<file path="config.mk">
export PLATFORM = sky130hd
export DESIGN_NAME = rgb_pwm_flat
export DESIGN_NICKNAME = d
export VERILOG_FILES = /design/src/rtl/rgb_pwm_if.sv /design/src/rtl/rgb_pwm.sv /design/src/flat_wrapper.sv
export SDC_FILE = /design/constraint.sdc
export NUM_CORES = 1
export LEC_CHECK = 0
export BUFFER_PORTS_ARGS = -buffer_cell sky130_fd_sc_hd__buf_2
export CAP_MARGIN = 20
export CORE_ASPECT_RATIO = 0.9
export CORE_MARGIN = 3
export CORE_UTILIZATION = 50
export CTS_CLUSTER_DIAMETER = 60
export CTS_CLUSTER_SIZE = 24
export DETAILED_ROUTE_END_ITERATION = 6
export GPL_ROUTABILITY_DRIVEN = 1
export PLACE_DENSITY = 0.72
export SLEW_MARGIN = 20
export SYNTH_ARGS = -nofsm -noshare
export SYNTH_HDL_FRONTEND = slang
export SYNTH_SLANG_ARGS = --single-unit
</file>
<file path="constraint.sdc">
create_clock -name clock -period 1.4 [get_ports clock]
set_input_delay 0.28 -clock clock [delete_from_list [all_inputs] [get_ports clock]]
set_output_delay 0.28 -clock clock [all_outputs]
set_load 0.005 [all_outputs]
</file>
<file path="src/rtl/rgb_pwm_if.sv">
// Duty-value handshake between the colour source (master) and the PWM block (slave).
interface rgb_pwm_if #(
    parameter int PWM_WIDTH = 8
);
    logic [PWM_WIDTH-1:0] duty_r;
    logic [PWM_WIDTH-1:0] duty_g;
    logic [PWM_WIDTH-1:0] duty_b;
    logic                 duty_valid;
    logic                 duty_ready;

    modport master (
        output duty_r, duty_g, duty_b, duty_valid,
        input  duty_ready
    );

    modport slave (
        input  duty_r, duty_g, duty_b, duty_valid,
        output duty_ready
    );
endinterface

</file>
<file path="src/rtl/rgb_pwm.sv">
// Three-channel glitch-free PWM for the RGB LED. Duty values are staged through
// a valid/ready handshake and only take effect at a PWM period boundary.
module rgb_pwm #(
    parameter int PWM_WIDTH = 8
) (
    input  logic     clock,
    input  logic     reset,
    input  logic     tick,
    input  logic     enable,
    rgb_pwm_if.slave duty_if,
    output logic     red,
    output logic     green,
    output logic     blue,
    output logic     period_end
);
    typedef enum logic {IDLE = 1'b0, RUN = 1'b1} state_t;
    localparam logic [PWM_WIDTH-1:0] CNT_MAX = '1;

    state_t                    state_q, state_d;
    logic [PWM_WIDTH-1:0]      cnt_q, cnt_d;
    logic [2:0][PWM_WIDTH-1:0] active_q, active_d;
    logic [2:0][PWM_WIDTH-1:0] pend_q, pend_d;
    logic                      pending_q, pending_d;
    logic [2:0]                pwm_q, pwm_d;
    logic                      period_end_q, period_end_d;

    logic                      ready;
    logic                      run;
    logic                      wrap;
    logic                      xfer;
    logic                      commit;
    logic [2:0][PWM_WIDTH-1:0] duty_in;

    assign duty_in            = {duty_if.duty_b, duty_if.duty_g, duty_if.duty_r};
    assign ready              = ~pending_q & ~reset;
    assign duty_if.duty_ready = ready;
    assign run                = (state_q == RUN);
    assign wrap               = run && tick && (cnt_q == CNT_MAX);
    assign xfer               = duty_if.duty_valid && ready;
    // With no period running there is no boundary to wait for, so idle commits at once.
    assign commit             = pending_q && (!run || wrap);

    always_comb begin
        state_d = state_q;
        cnt_d   = cnt_q;
        if (!run) begin
            cnt_d = '0;
            if (enable) state_d = RUN;
        end else if (!enable) begin
            state_d = IDLE;
            cnt_d   = '0;
        end else if (tick) begin
            cnt_d = cnt_q + PWM_WIDTH'(1);
        end
    end

    // Commit and transfer are mutually exclusive: ready is low whenever pending is set.
    always_comb begin
        active_d  = active_q;
        pend_d    = pend_q;
        pending_d = pending_q;
        if (commit) begin
            active_d  = pend_q;
            pending_d = 1'b0;
        end
        if (xfer) begin
            pend_d    = duty_in;
            pending_d = 1'b1;
        end
    end

    always_comb begin
        pwm_d = '0;
        for (int i = 0; i < 3; i++) begin
            pwm_d[i] = run && enable && (cnt_q < active_q[i]);
        end
        period_end_d = wrap;
    end

    always_ff @(posedge clock) begin
        if (reset) begin
            state_q      <= IDLE;
            cnt_q        <= '0;
            active_q     <= '0;
            pend_q       <= '0;
            pending_q    <= 1'b0;
            pwm_q        <= '0;
            period_end_q <= 1'b0;
        end else begin
            state_q      <= state_d;
            cnt_q        <= cnt_d;
            active_q     <= active_d;
            pend_q       <= pend_d;
            pending_q    <= pending_d;
            pwm_q        <= pwm_d;
            period_end_q <= period_end_d;
        end
    end

    assign red        = pwm_q[0];
    assign green      = pwm_q[1];
    assign blue       = pwm_q[2];
    assign period_end = period_end_q;
endmodule

</file>
<file path="src/flat_wrapper.sv">
// flat-port wrapper written by rule: the top's interface ports become plain ports
module rgb_pwm_flat 
#(
    parameter int PWM_WIDTH = 8
)
  (clock, reset, tick, enable, red, green, blue, period_end, duty_if_duty_r, duty_if_duty_g, duty_if_duty_b, duty_if_duty_valid, duty_if_duty_ready);
  rgb_pwm_if #(.PWM_WIDTH(PWM_WIDTH)) duty_if_i ();
  input  logic clock;
  input  logic reset;
  input  logic tick;
  input  logic enable;
  output logic red;
  output logic green;
  output logic blue;
  output logic period_end;
  input wire logic [$bits(duty_if_i.duty_r)-1:0] duty_if_duty_r;
  input wire logic [$bits(duty_if_i.duty_g)-1:0] duty_if_duty_g;
  input wire logic [$bits(duty_if_i.duty_b)-1:0] duty_if_duty_b;
  input wire logic [$bits(duty_if_i.duty_valid)-1:0] duty_if_duty_valid;
  output wire logic [$bits(duty_if_i.duty_ready)-1:0] duty_if_duty_ready;
  assign duty_if_i.duty_r = duty_if_duty_r;
  assign duty_if_i.duty_g = duty_if_duty_g;
  assign duty_if_i.duty_b = duty_if_duty_b;
  assign duty_if_i.duty_valid = duty_if_duty_valid;
  assign duty_if_duty_ready = duty_if_i.duty_ready;
  rgb_pwm #(.PWM_WIDTH(PWM_WIDTH)) u_core (.clock(clock), .reset(reset), .tick(tick), .enable(enable), .duty_if(duty_if_i), .red(red), .green(green), .blue(blue), .period_end(period_end));
endmodule
</file>
==> results.md, run 1 <==
CTS:
- In this run the number of H-tree levels came out at 3.
- After clock tree synthesis, the flow added hold-fix buffers numbering 0.
- The number of buffers on the longest clock path is 2.
- For this design, the sink count on the clock tree is 62.
- The clock transition at the register clock pins on the worst setup and hold paths after CTS is 80 ps.
- The clock root buffer is sky130_fd_sc_hd__clkbuf_8.
- The TritonCTS clock tree is yes.
- The total CTS buffers is 9.
- The insertion delay to the later sink of the worst-skew pair is 350 ps.

Synth:
- The share of flip-flops with an asynchronous set or reset is 0.
- The mean cell area of the mapped netlist is 8.65 µm².
- The sequential cell area fraction in the yosys report is 0.355.
- The post-synthesis instance total is 404.
- Yosys printed 0 warnings.
- In the synthesized netlist the dominant register cell turns out to be sky130_fd_sc_hd__dfxtp_1.
- Counting flops and latches in the post-synthesis netlist gives 62.
- The netlist area before placement is 3500 µm².
- Yosys mapped a number of flops with a built-in enable equal to 0.
- The number of distinct library cells after synthesis is 38.
- The number of nets in the synthesized netlist is 455.

Global route:
- The maximum number of pins on one net before global-route repair is 49.
- Across every metal layer, demand over resource in global routing totals 0.237.
- The initial antenna violation count is 0.
- The number of global-route vias before repair is 2961.
- Global routing finished with a remaining overflow of 0.
- The first global-routing pass estimated 15.0 mm of wire.

Worst setup path:
- STA classifies the critical path endpoint as a flip-flop.
- The required arrival time at the worst endpoint is 1670 ps.
- The biggest fanout along the worst timing path is 12.
- The element type at the critical path start is a flip-flop.
- By startpoint and endpoint, the worst setup path is classified as reg -> reg.
- Data on the critical path arrives at its endpoint at 1780 ps.

Finish:
- The ratio of cells with drive above 1 in the final layout is 0.336.
- Relative to the synthesized area, the layout overhead comes to 25.4%.
- The final instance area is 4380 µm².
- The layout filler cell count is 527.
- The antenna diode count is 0.
- The number of nets in the final layout is 510.

Route:
- The first routing iteration left 197 violations.
- Using the TritonRoute via totals, the vias-per-cell ratio works out to 5.67.
- The final layout contains routed wiring with a total length of 8.97 mm.
- The via count is 3139.
- The first detailed-routing pass took 5 iterations.
- After detailed routing, the number of remaining DRC violations is 0.
- The count of nets left with antenna violations once routing finished came out at 0.
- The mean routed wirelength per cell is 16.2 µm.

Outcome:
- The final reports fail on setup timing.
- The run finished, with violations left.

Pwr:
- The switching fraction of total power is 0.276.
- The worst-case IR drop observed on VDD is 802 µV.
- The analysis attributes to cell leakage a power of 1.63 nW.
- The ratio of total power to cell area is 905 nW/µm².
- The cell internal power dissipation is 2.87 mW.
- The switching power is 1.09 mW.
- Of the total power, the clock network draws 0.416.
- Of the total power, combinational logic draws 0.102.
- The share of total power dissipated in sequential elements is 0.482.

STA:
- The count of final hold-check violations came to 0.
- The actual transition at the worst max-transition pin is 364 ps.
- The final clock skew is 8.68 ps.
- In this run the tightest slew margin relative to its limit is 0.758.
- The sum of negative setup slack is -2340 ps.
- Setup repair after global routing could not meet its margin everywhere.
- Counting I/O delays and the setup requirement, the final critical path takes 1510 ps.
- The share of the cycle needed by the critical path after routing is 1.08.
- Static timing analysis puts the maximum clock frequency at 661 MHz.
- The total count of max-transition violations in the final report is 0.
- Across all setup checks in the final design, the least slack found is -113 ps.
- The total setup violations reported at the end of the flow is 26.

Floorplanning:
- The initial utilization of the core area, before any placement, comes to 0.522.
- The area of the core is 6690 µm².
- The floorplan step set the die height to 85.3 µm.
- The floorplan step set the die width to 94.1 µm.
- The I/O pin count is 34.
- The floorplan die area is 8030 µm².
- The number of placement rows is 28.

Min path:
- The worst hold path class is in -> reg.

Place:
- The count of input and output buffers is 33.
- Timing analysis after detailed placement gives a worst setup slack of -113 ps.
- Detailed placement finished with a half-perimeter wire length of 5.97 mm.
- The congestion estimate from routability-driven global placement came to 0.859.
- Summing all placed instances gives a cell area of 3970 µm².

Flow run:
- The max-capacitance violation count is 0.
[power groups by stage]
| stage | combinational (mW) | sequential, mW | clock, mW |
|---|---|---|---|
| global route | 0.451 | 1.92 | 1.78 |
| finish | 0.405 | 1.91 | 1.65 |
| CTS | 0.394 | 1.91 | 1.69 |
| global placement | 0.387 | 1.94 | 0 |
| detailed placement | 0.396 | 1.95 | 0 |
| floorplan | 0.265 | 1.92 | 0 |
[final cells by class]
| cell class | count | area, µm² | area share |
|---|---|---|---|
| multi-input combinational | 285 | 2110 | 0.482 |
| tap | 90 | 113 | 0.0257 |
| clock buffer | 9 | 124 | 0.0283 |
| inverter | 22 | 82.6 | 0.0188 |
| timing repair buffer | 79 | 602 | 0.137 |
| clock inverter | 7 | 81.3 | 0.0186 |
| sequential | 62 | 1270 | 0.290 |
[metal layers]
metal	routed length (µm)	track usage	up-vias
li1	-	-	1569
met1	4420	0.357	1453
met2	3920	0.341	104
met3	530	0.0576	13
met4	106	0.0551	0
met5	0	0	-
[through the flow]
step	hold WS (ps)	cells	total power, mW	utilization
4_1_cts	103	552	3.99	0.638
3_5_place_dp	479	533	2.34	0.593
5_1_grt	115	554	4.15	0.655
2_1_floorplan	389	404	2.18	-
3_3_place_gp	471	533	2.33	0.593
6_report	114	554	3.97	0.655
[sequential cells by signal (all words and copies together) (netlist names)]
name	count
u_core.run	1
u_core.active_q	24
u_core.cnt_q	8
u_core.pend_q	24
u_core.period_end	1
u_core.pwm_q	3
u_core.pending_q	1
[synth_stat cells, types with 6 or more instances]
cell / instances / area [µm²]
sky130_fd_sc_hd__inv_1: 21 / 78.8
sky130_fd_sc_hd__buf_2: 10 / 50.1
sky130_fd_sc_hd__or3_1: 6 / 37.5
sky130_fd_sc_hd__ha_1: 22 / 275
sky130_fd_sc_hd__clkbuf_1: 19 / 71.3
sky130_fd_sc_hd__a2bb2oi_1: 24 / 210
sky130_fd_sc_hd__nand2_1: 76 / 285
sky130_fd_sc_hd__o21ai_0: 27 / 135
sky130_fd_sc_hd__o221ai_2: 20 / 300
sky130_fd_sc_hd__nand2b_1: 27 / 169
sky130_fd_sc_hd__o211ai_1: 25 / 188
sky130_fd_sc_hd__a21oi_1: 11 / 55.1
sky130_fd_sc_hd__dfxtp_1: 62 / 1240
[path summary, 6_finish.rpt]
path / slack (ps) / cells past startpoint / to / start
hold reg to reg: 500 / 2 / u_core.pend_q[11] / u_core.pend_q[11]
setup / recovery: -110 / 5 / u_core.active_q[4] / u_core.cnt_q[1]
setup reg to reg: -110 / 5 / u_core.active_q[4] / u_core.cnt_q[1]
hold / removal: 110 / 3 / u_core.pend_q[21] / duty_if_duty_b[5]
[what timing repair did]
item / 4_1_cts / 5_1_grt
setup endpoints to repair: 29 / 30
pin swaps: 10 / 11
setup buffers: 3 / 1
gates cloned: 1 / 1
gates resized for setup: 24 / 19
[worst max-delay path: stages (launching register included)]
cell	delay [ps]
sky130_fd_sc_hd__dfxtp_4	380
sky130_fd_sc_hd__ha_4	150
sky130_fd_sc_hd__nand4_1	90
sky130_fd_sc_hd__or3_4	450
sky130_fd_sc_hd__buf_16	190
sky130_fd_sc_hd__o221ai_2	170
[layout by cell type (no fill, tap or decap), drive strengths merged, types with 11 or more instances in the layout]
cell type / instances
o211ai: 25
a21oi: 11
a2bb2oi: 24
buf: 78
inv: 23
nand2b: 27
o21ai: 27
o221ai: 24
nand2: 77
dfxtp: 62
ha: 22
[kinds of logic after synthesis]
kind of cell               synth area share
muxes                               0.00286
and+or+nand+nor                       0.188
xor gates and xnor gates            0.00752
AOI/OAI and AO/OA                     0.291
buffers and inverters                0.0766
DFF                                   0.355
adders and majority gates            0.0787
Note: power is estimated with default switching activity, not from simulation.
==> run 2, diff against run 1 <==
Settings changed: PLACE_DENSITY 0.72 to default, PLACE_DENSITY_LB_ADDON from default to 0.05.
==> results.md, run 2 (synthesis results as in run 1) <==
Route:
- The iteration-0 DRC count of the detailed router is 188.
- The first TritonRoute pass finished after 4 iterations.
- The final routed wirelength across all metal layers is 9.68 mm.
- The mean routed wirelength per cell is 17.3 µm.
- The via count is 3228.
- After detailed routing, the number of remaining DRC violations is 0.
- Once detail routing completed, the nets flagged for antenna violations numbered 0.
- The via density per instance is 5.76.

STA:
- Across all hold checks on the routed design, the worst slack comes to 128 ps.
- Setup repair after global routing could not meet its margin everywhere.
- The setup slack of the critical path after layout is -168 ps.
- The peak clock frequency supported by timing is 638 MHz.
- In the finished design, the share of the clock period the worst path needs comes to 1.12.
- The actual transition at the worst max-transition pin is 267 ps.
- Setup violations remaining at the end of the flow were counted as 27.
- Across the routed clock network, the largest skew measured is 7.14 ps.
- The count of final hold-check violations is 0.
- The relative max-transition margin is 0.821.
- The shortest period the worst path allows is 1570 ps.
- The total count of max-transition violations in the final report is 0.
- The sum of negative setup slack is -3420 ps.

Finish:
- The largest registers in the layout are u_core.active_q: 24 flops, u_core.pend_q: 24 flops, u_core.cnt_q: 8 flops.
- In the final layout, the share of cells above drive strength 1 is 0.334.
- The library cell used most frequently in the layout, excluding fill and tap cells, is sky130_fd_sc_hd__nand2_1.
- The area added between synthesis and finish is 25.7%.
- 0 antenna diodes ended up in the layout.
- The number of nets in the final layout is 516.
- Leaving out filler cells and counting taps, the final layout contains 560.
- In the layout the commonest cells are sky130_fd_sc_hd__nand2_1 (76), sky130_fd_sc_hd__dfxtp_1 (49), sky130_fd_sc_hd__buf_4 (46).

CTS:
- The TritonCTS clock tree is yes.
- The clock transition at the register clock pins on the worst setup and hold paths after CTS is 70 ps.
- CTS saw 62 sinks.
- Clock tree synthesis inserted a total of 9 buffers.
- The H-tree generated during clock tree synthesis spans 3 levels.
- The insertion delay to the later sink of the worst-skew pair is 340 ps.
- No sink is reached through more buffers than the 2 on the longest clock path.
- The clock root buffer is sky130_fd_sc_hd__clkbuf_8.

Place:
- The congestion estimate from routability-driven global placement came to 0.886.
- The cell count after placement is 535.
- The post-place setup slack is -130 ps.
- Detailed placement ended at an HPWL of 6.27 mm.
- Buffers placed on the I/O ports in this run total 33.

Worst setup path:
- The element type at the critical path start is a flip-flop.
- The kind of end point of the critical path is a flip-flop.
- On the worst path, the slowest cell contributes a delay of 420 ps.
- The biggest fanout along the worst timing path is 12.
- On the critical path, the stage with the largest delay is an instance of sky130_fd_sc_hd__or3_4.
- The signal arrival time at the worst endpoint is 1830 ps.
- For the worst setup path, the data required time is 1660 ps.
- The critical path is of the reg -> reg type.
- Traced cell by cell, the critical path runs through ha_4 > nand4_1 > or3_4 > buf_12 > o221ai_1.

Flow run:
- Max-cap violations in this run came to 0.

Floorplanning:
- For this configuration, the core starts out at a cell density of 0.522.
- The die is 94.1 µm wide.
- The initialized floorplan defines 28 standard-cell rows.
- The I/O pin count is 34.
- The floorplan die area is 8030 µm².
- The floorplan step set the die height to 85.3 µm.
- The area of the core is 6690 µm².

Pwr:
- The total power draw is 4.10 mW.
- For this design the static power due to leakage is 1.65 nW.
- For this design the ratio of total power to cell area is 933 nW/µm².
- The maximum VDD drop is 752 µV.

Global route:
- Entering global routing, the biggest net connects 41 pins.
- Summed over all layers, the global routing overflow is 0.
- The number of global-route vias before repair is 3206.
- Across every metal layer, demand over resource in global routing totals 0.250.
- The initial antenna violation count is 0.
- The global-route wire length before repair is 15.8 mm.

Min path:
- The tightest min-delay check is of the in -> reg type.

Outcome:
- The final reports fail on setup timing.
- The flow ran to the end, but the final reports show violations.
## run 2: cell types whose count changed in the layout (fill, tap and decap cells not counted), sizes merged
cell    change
buf         +6
clkbuf      +3
inv         -2
clkinv      -1
## run 2: critical path: cells and delay by family (launching register included)
| family | cells | cell delay (ps) |
|---|---|---|
| buffers and inverters | 1 | 180 |
| AND/OR/NAND/NOR | 2 | 570 |
| flip-flops | 1 | 380 |
| AO/OA/AOI/OAI | 1 | 190 |
| adder cells (fa/ha/maj) | 1 | 150 |
## run 2: routing by layer
| metal | track usage | wire (µm) |
|---|---|---|
| met4 | 0.0761 | 136 |
| met2 | 0.381 | 4370 |
| met5 | 0 | 0 |
| met1 | 0.356 | 4630 |
| met3 | 0.0496 | 547 |
## run 2: power by group
group	internal (mW)	switching, mW	total [mW]
Clock	1.03	0.733	1.76
Combinational	0.211	0.221	0.431
Sequential	1.83	0.0723	1.91
## run 2: repair_timing
| item | CTS | global route |
|---|---|---|
| gates cloned | 0 | 2 |
| setup endpoints to repair | 31 | 29 |
| hold buffers | 0 | 0 |
| pin swaps | 4 | 8 |
| resized for setup | 20 | 14 |
| setup buffers | 0 | 7 |
## run 2: final cells by class
cell class | count | area (µm²)
clock inverters | 4 | 51.3
repair buffers | 85 | 618
flip-flops and latches | 62 | 1270
inverters | 22 | 82.6
fillers | 579 | 2300
multi-input cells | 285 | 2080
clock buffers | 12 | 176
well taps | 90 | 113
## run 2: final timing paths
kind / start / to / slack (ps) / cells after the start
min reg2reg: u_core.pend_q[1] / u_core.pend_q[1] / 490 / 2
max reg2reg: u_core.cnt_q[1] / u_core.active_q[0] / -170 / 5
min: duty_if_duty_g[2] / u_core.pend_q[10] / 130 / 3
max: u_core.cnt_q[1] / u_core.active_q[0] / -170 / 5
## run 2: metrics by stage
stage | area (µm²) | util
floorplan | 3510 | -
global placement | 3970 | 0.593
detailed placement | 3970 | 0.593
CTS | 4250 | 0.635
global route | 4390 | 0.657
finish | 4390 | 0.657
==> run 3, diff against run 2 <==
Settings changed: ABC_AREA from default to 1.
==> results.md, run 3 <==
Outcome:
- The flow ran to the end, and the final reports show no timing, DRC or antenna violations.

Worst setup path:
- Across all register-to-register paths, the minimum setup slack is 7 ps.
- Data arrives at the worst endpoint at 1630 ps.
- Along the worst path, the maximum fanout reaches 9.
- STA classifies the critical path endpoint as a flip-flop.
- Data on the critical path is required at its endpoint by 1630 ps.
- The endpoint identified for the worst register-to-register timing path is u_core.active_q[16].
- The element type at the critical path start is a flip-flop.
- The launching point of the worst reg2reg path is u_core.cnt_q[1].
- The setup path with the least slack is of type reg -> reg.
- The length in cells of the worst reg-to-reg path is 9.

CTS:
- The total CTS buffers is 9.
- The number of buffers on the longest clock path is 2.
- TritonCTS built the clock tree.
- The insertion delay to the later sink of the worst-skew pair is 340 ps.
- The clock transition at the register clock pins on the worst setup and hold paths after CTS is 60 ps.
- CTS saw 62 sinks.
- CTS placed an instance of sky130_fd_sc_hd__clkbuf_8 at the clock tree root.
- The H-tree was split into 3 levels.

STA:
- Setup repair after global routing could not meet its margin everywhere.
- The tightest hold path in the finished design has a slack of 149 ps.
- The count of final hold-check violations came to 0.
- In the finished design, the share of the clock period the worst path needs comes to 0.995.
- The shortest period the worst path allows is 1390 ps.
- The worst pin sits at a relative slew slack of 0.835.
- The actual transition at the worst max-transition pin is 248 ps.
- The sum of negative setup slack is 0 ps.
- The final clock skew is 8.07 ps.
- Setup violations remaining at the end of the flow were counted as 0.
- The total count of max-transition violations in the final report came to 0.
- For this run, the top clock speed supported by timing is 718 MHz.

Synth:
- Dividing the synthesized area by the synthesized cell count gives 7.32 µm².
- Counting every net in the synthesized netlist gives 446.
- In the synthesized netlist, the number of instances is 395.
- The commonest cells after synthesis are sky130_fd_sc_hd__a21oi_1 (62), sky130_fd_sc_hd__dfxtp_1 (62), sky130_fd_sc_hd__inv_1 (58), sky130_fd_sc_hd__nand2_1 (55), sky130_fd_sc_hd__nor2_1 (44).
- The sequential cell area fraction in the yosys report is 0.429.
- The synthesized design contains 62 register bits.
- The largest area contributor in the synthesized netlist is sky130_fd_sc_hd__dfxtp_1.
- By area the synthesized netlist is led by sky130_fd_sc_hd__dfxtp_1 (43%), sky130_fd_sc_hd__a21oi_1 (11%), sky130_fd_sc_hd__ha_1 (9.5%), sky130_fd_sc_hd__inv_1 (7.5%), sky130_fd_sc_hd__nand2_1 (7.1%).
- The count of flip-flops with a built-in enable after synthesis is 0.
- The dominant register cell in the synthesized netlist is sky130_fd_sc_hd__dfxtp_1.
- Yosys mapped the design onto 20 distinct sky130hd cell types.
- The share of flip-flops with an asynchronous set or reset is 0.
- The share of the synthesized area in the top cell type is 0.429.
- The yosys synthesis warning count is 0.
- The netlist area before placement is 2890 µm².

Global route:
- The first global-routing pass estimated 11.4 mm of wire.
- The initial antenna violation count is 0.
- Entering global routing, the biggest net connects 50 pins.
- The met3 track demand over resource in global routing is 0.0514.
- For this run, global-route usage on met1 was measured as 0.279.
- The number of global-route vias before repair is 2488.
- The total overflow left after global routing is 0.
- For met2 alone, demand over resource in global routing was 0.354.
- After global routing, the most crowded layer is met2.
- The combined global-route utilization of all metal layers is 0.217.

Finish:
- The largest registers in the layout are u_core.active_q: 24 flops, u_core.pend_q: 24 flops, u_core.cnt_q: 8 flops.
- The antenna diode count is 0.
- In the layout the commonest cells are sky130_fd_sc_hd__inv_1 (58), sky130_fd_sc_hd__dfxtp_1 (58), sky130_fd_sc_hd__a21oi_1 (57).
- The ratio of cells with drive above 1 in the final layout is 0.227.
- Relative to the synthesized area, the layout overhead comes to 30.0%.
- The final layout contains 495 nets.

Min path:
- The min-delay analysis places its worst path in the category in -> reg.
- The worst hold path was traced through 3 stages.
- The end point of the worst hold path is u_core.run.
- The launch point of the worst hold path is enable.

Route:
- The mean routed wirelength per cell is 13.3 µm.
- The via count is 2612.
- The count of nets left with antenna violations once routing finished came out at 0.
- Summed over all layers, the routed wires come to 6.85 mm.
- The final routed DRC violation total is 0.
- After detailed routing, the number of vias per cell comes to 5.06.
- The iteration-0 DRC count of the detailed router is 95.
- The number of search-and-repair iterations in the first detailed-routing pass is 4.

Place:
- Routability-driven placement finished with a final weighted congestion of 0.868.
- In this run the tool buffered the top-level ports with 33 buffer cells.
- After legalization and detailed placement, the total HPWL measured 4.23 mm.

Flow run:
- The max-capacitance violation count is 0.

Pwr:
- The switching power is 1.05 mW.
- The clock group share of total power is 0.440.
- The leakage power summed over all cells is 1.68 nW.
- In this run the power density over the cells is 1170 nW/µm².
- Across the VDD grid, the largest voltage drop is 934 µV.
- Of the total power, registers draw 0.435.
- Of the total power, combinational logic draws 0.125.
- The internal portion of the total power is 3.34 mW.
- The switching fraction of total power is 0.239.

Floorplanning:
- The I/O pin count is 34.
- For this configuration, the core starts out at a cell density of 0.534.
- The number of placement rows is 25.
- The die covers 6730 µm².
- The area of the core is 5410 µm².
- The die span in y is 78.1 µm.
- The die extent in x is 86.1 µm.
run 3: worst max-delay path by stage:
stage,start,endpoint,slack [ps],cells after the start
after floorplan,u_core.cnt_q[1],u_core.active_q[18],20,9
after global placement,u_core.cnt_q[0],u_core.active_q[22],80,9
after detailed placement,u_core.cnt_q[0],u_core.active_q[20],20,9
after CTS,u_core.cnt_q[0],u_core.active_q[7],-9,9
after global routing,u_core.cnt_q[1],u_core.active_q[23],-80,8
final,u_core.cnt_q[1],u_core.active_q[16],7,9
run 3: area by class of cell:
type	count	area (µm²)
fillers	446	1660
multi-input cells	254	1470
flip-flops and latches	62	1250
repair buffers	59	490
inverters	58	218
clock buffers	10	138
clock inverters	6	109
well taps	67	83.8
run 3: metrics by stage:
| step | cells | area [µm²] | power (mW) | util | setup slack (ps) |
|---|---|---|---|---|---|
| after global routing | 516 | 3760 | 4.60 | 0.694 | -77.1 |
| final | 516 | 3760 | 4.39 | 0.694 | 7.36 |
| after floorplan | 395 | 2890 | 2.27 | - | 19.7 |
| after detailed placement | 494 | 3230 | 2.41 | 0.596 | 16.6 |
| after CTS | 515 | 3650 | 4.41 | 0.675 | -8.53 |
| after global placement | 494 | 3230 | 2.40 | 0.596 | 76.4 |
run 3: logic make-up after synthesis:
group,after synthesis,share of synthesized area
AND/OR/NAND/NOR,135,0.194
AO/OA/AOI/OAI,95,0.165
buffers and inverters,79,0.110
flip-flops,62,0.429
adder cells (fa/ha/maj),22,0.0952
XOR/XNOR,2,0.00606
run 3: routing by layer:
metal	vias to the layer above	share of wire
met5	-	0
met4	0	0.012
met3	7	0.037
met2	42	0.48
met1	1192	0.47
li1	1371	-
run 3: power by group through the flow:
stage	Sequential, mW	Clock, mW	Combinational (mW)
finish	1.91	1.93	0.549
floorplan	1.94	0	0.333
detailed placement	1.95	0	0.462
global placement	1.95	0	0.453
CTS	1.91	1.98	0.525
global route	1.92	2.04	0.636
run 3: worst max-delay path, cell delays in order (launching register included):
cell and delay (ps):
sky130_fd_sc_hd__dfxtp_2 350, sky130_fd_sc_hd__ha_4 160, sky130_fd_sc_hd__nand2_4 50, sky130_fd_sc_hd__nor2_4 140
sky130_fd_sc_hd__nand3_4 120, sky130_fd_sc_hd__nand2_8 130, sky130_fd_sc_hd__clkbuf_16 170, sky130_fd_sc_hd__nand3_1 70
sky130_fd_sc_hd__nand2_1 60, sky130_fd_sc_hd__nor2_1 30
run 3: timing repair:
item,4_1_cts,5_1_grt
setup buffers,2,1
endpoints found under the setup margin,25,28
pin swaps,2,5
hold buffers,0,0
gates resized for setup,16,22
gates cloned,3,2
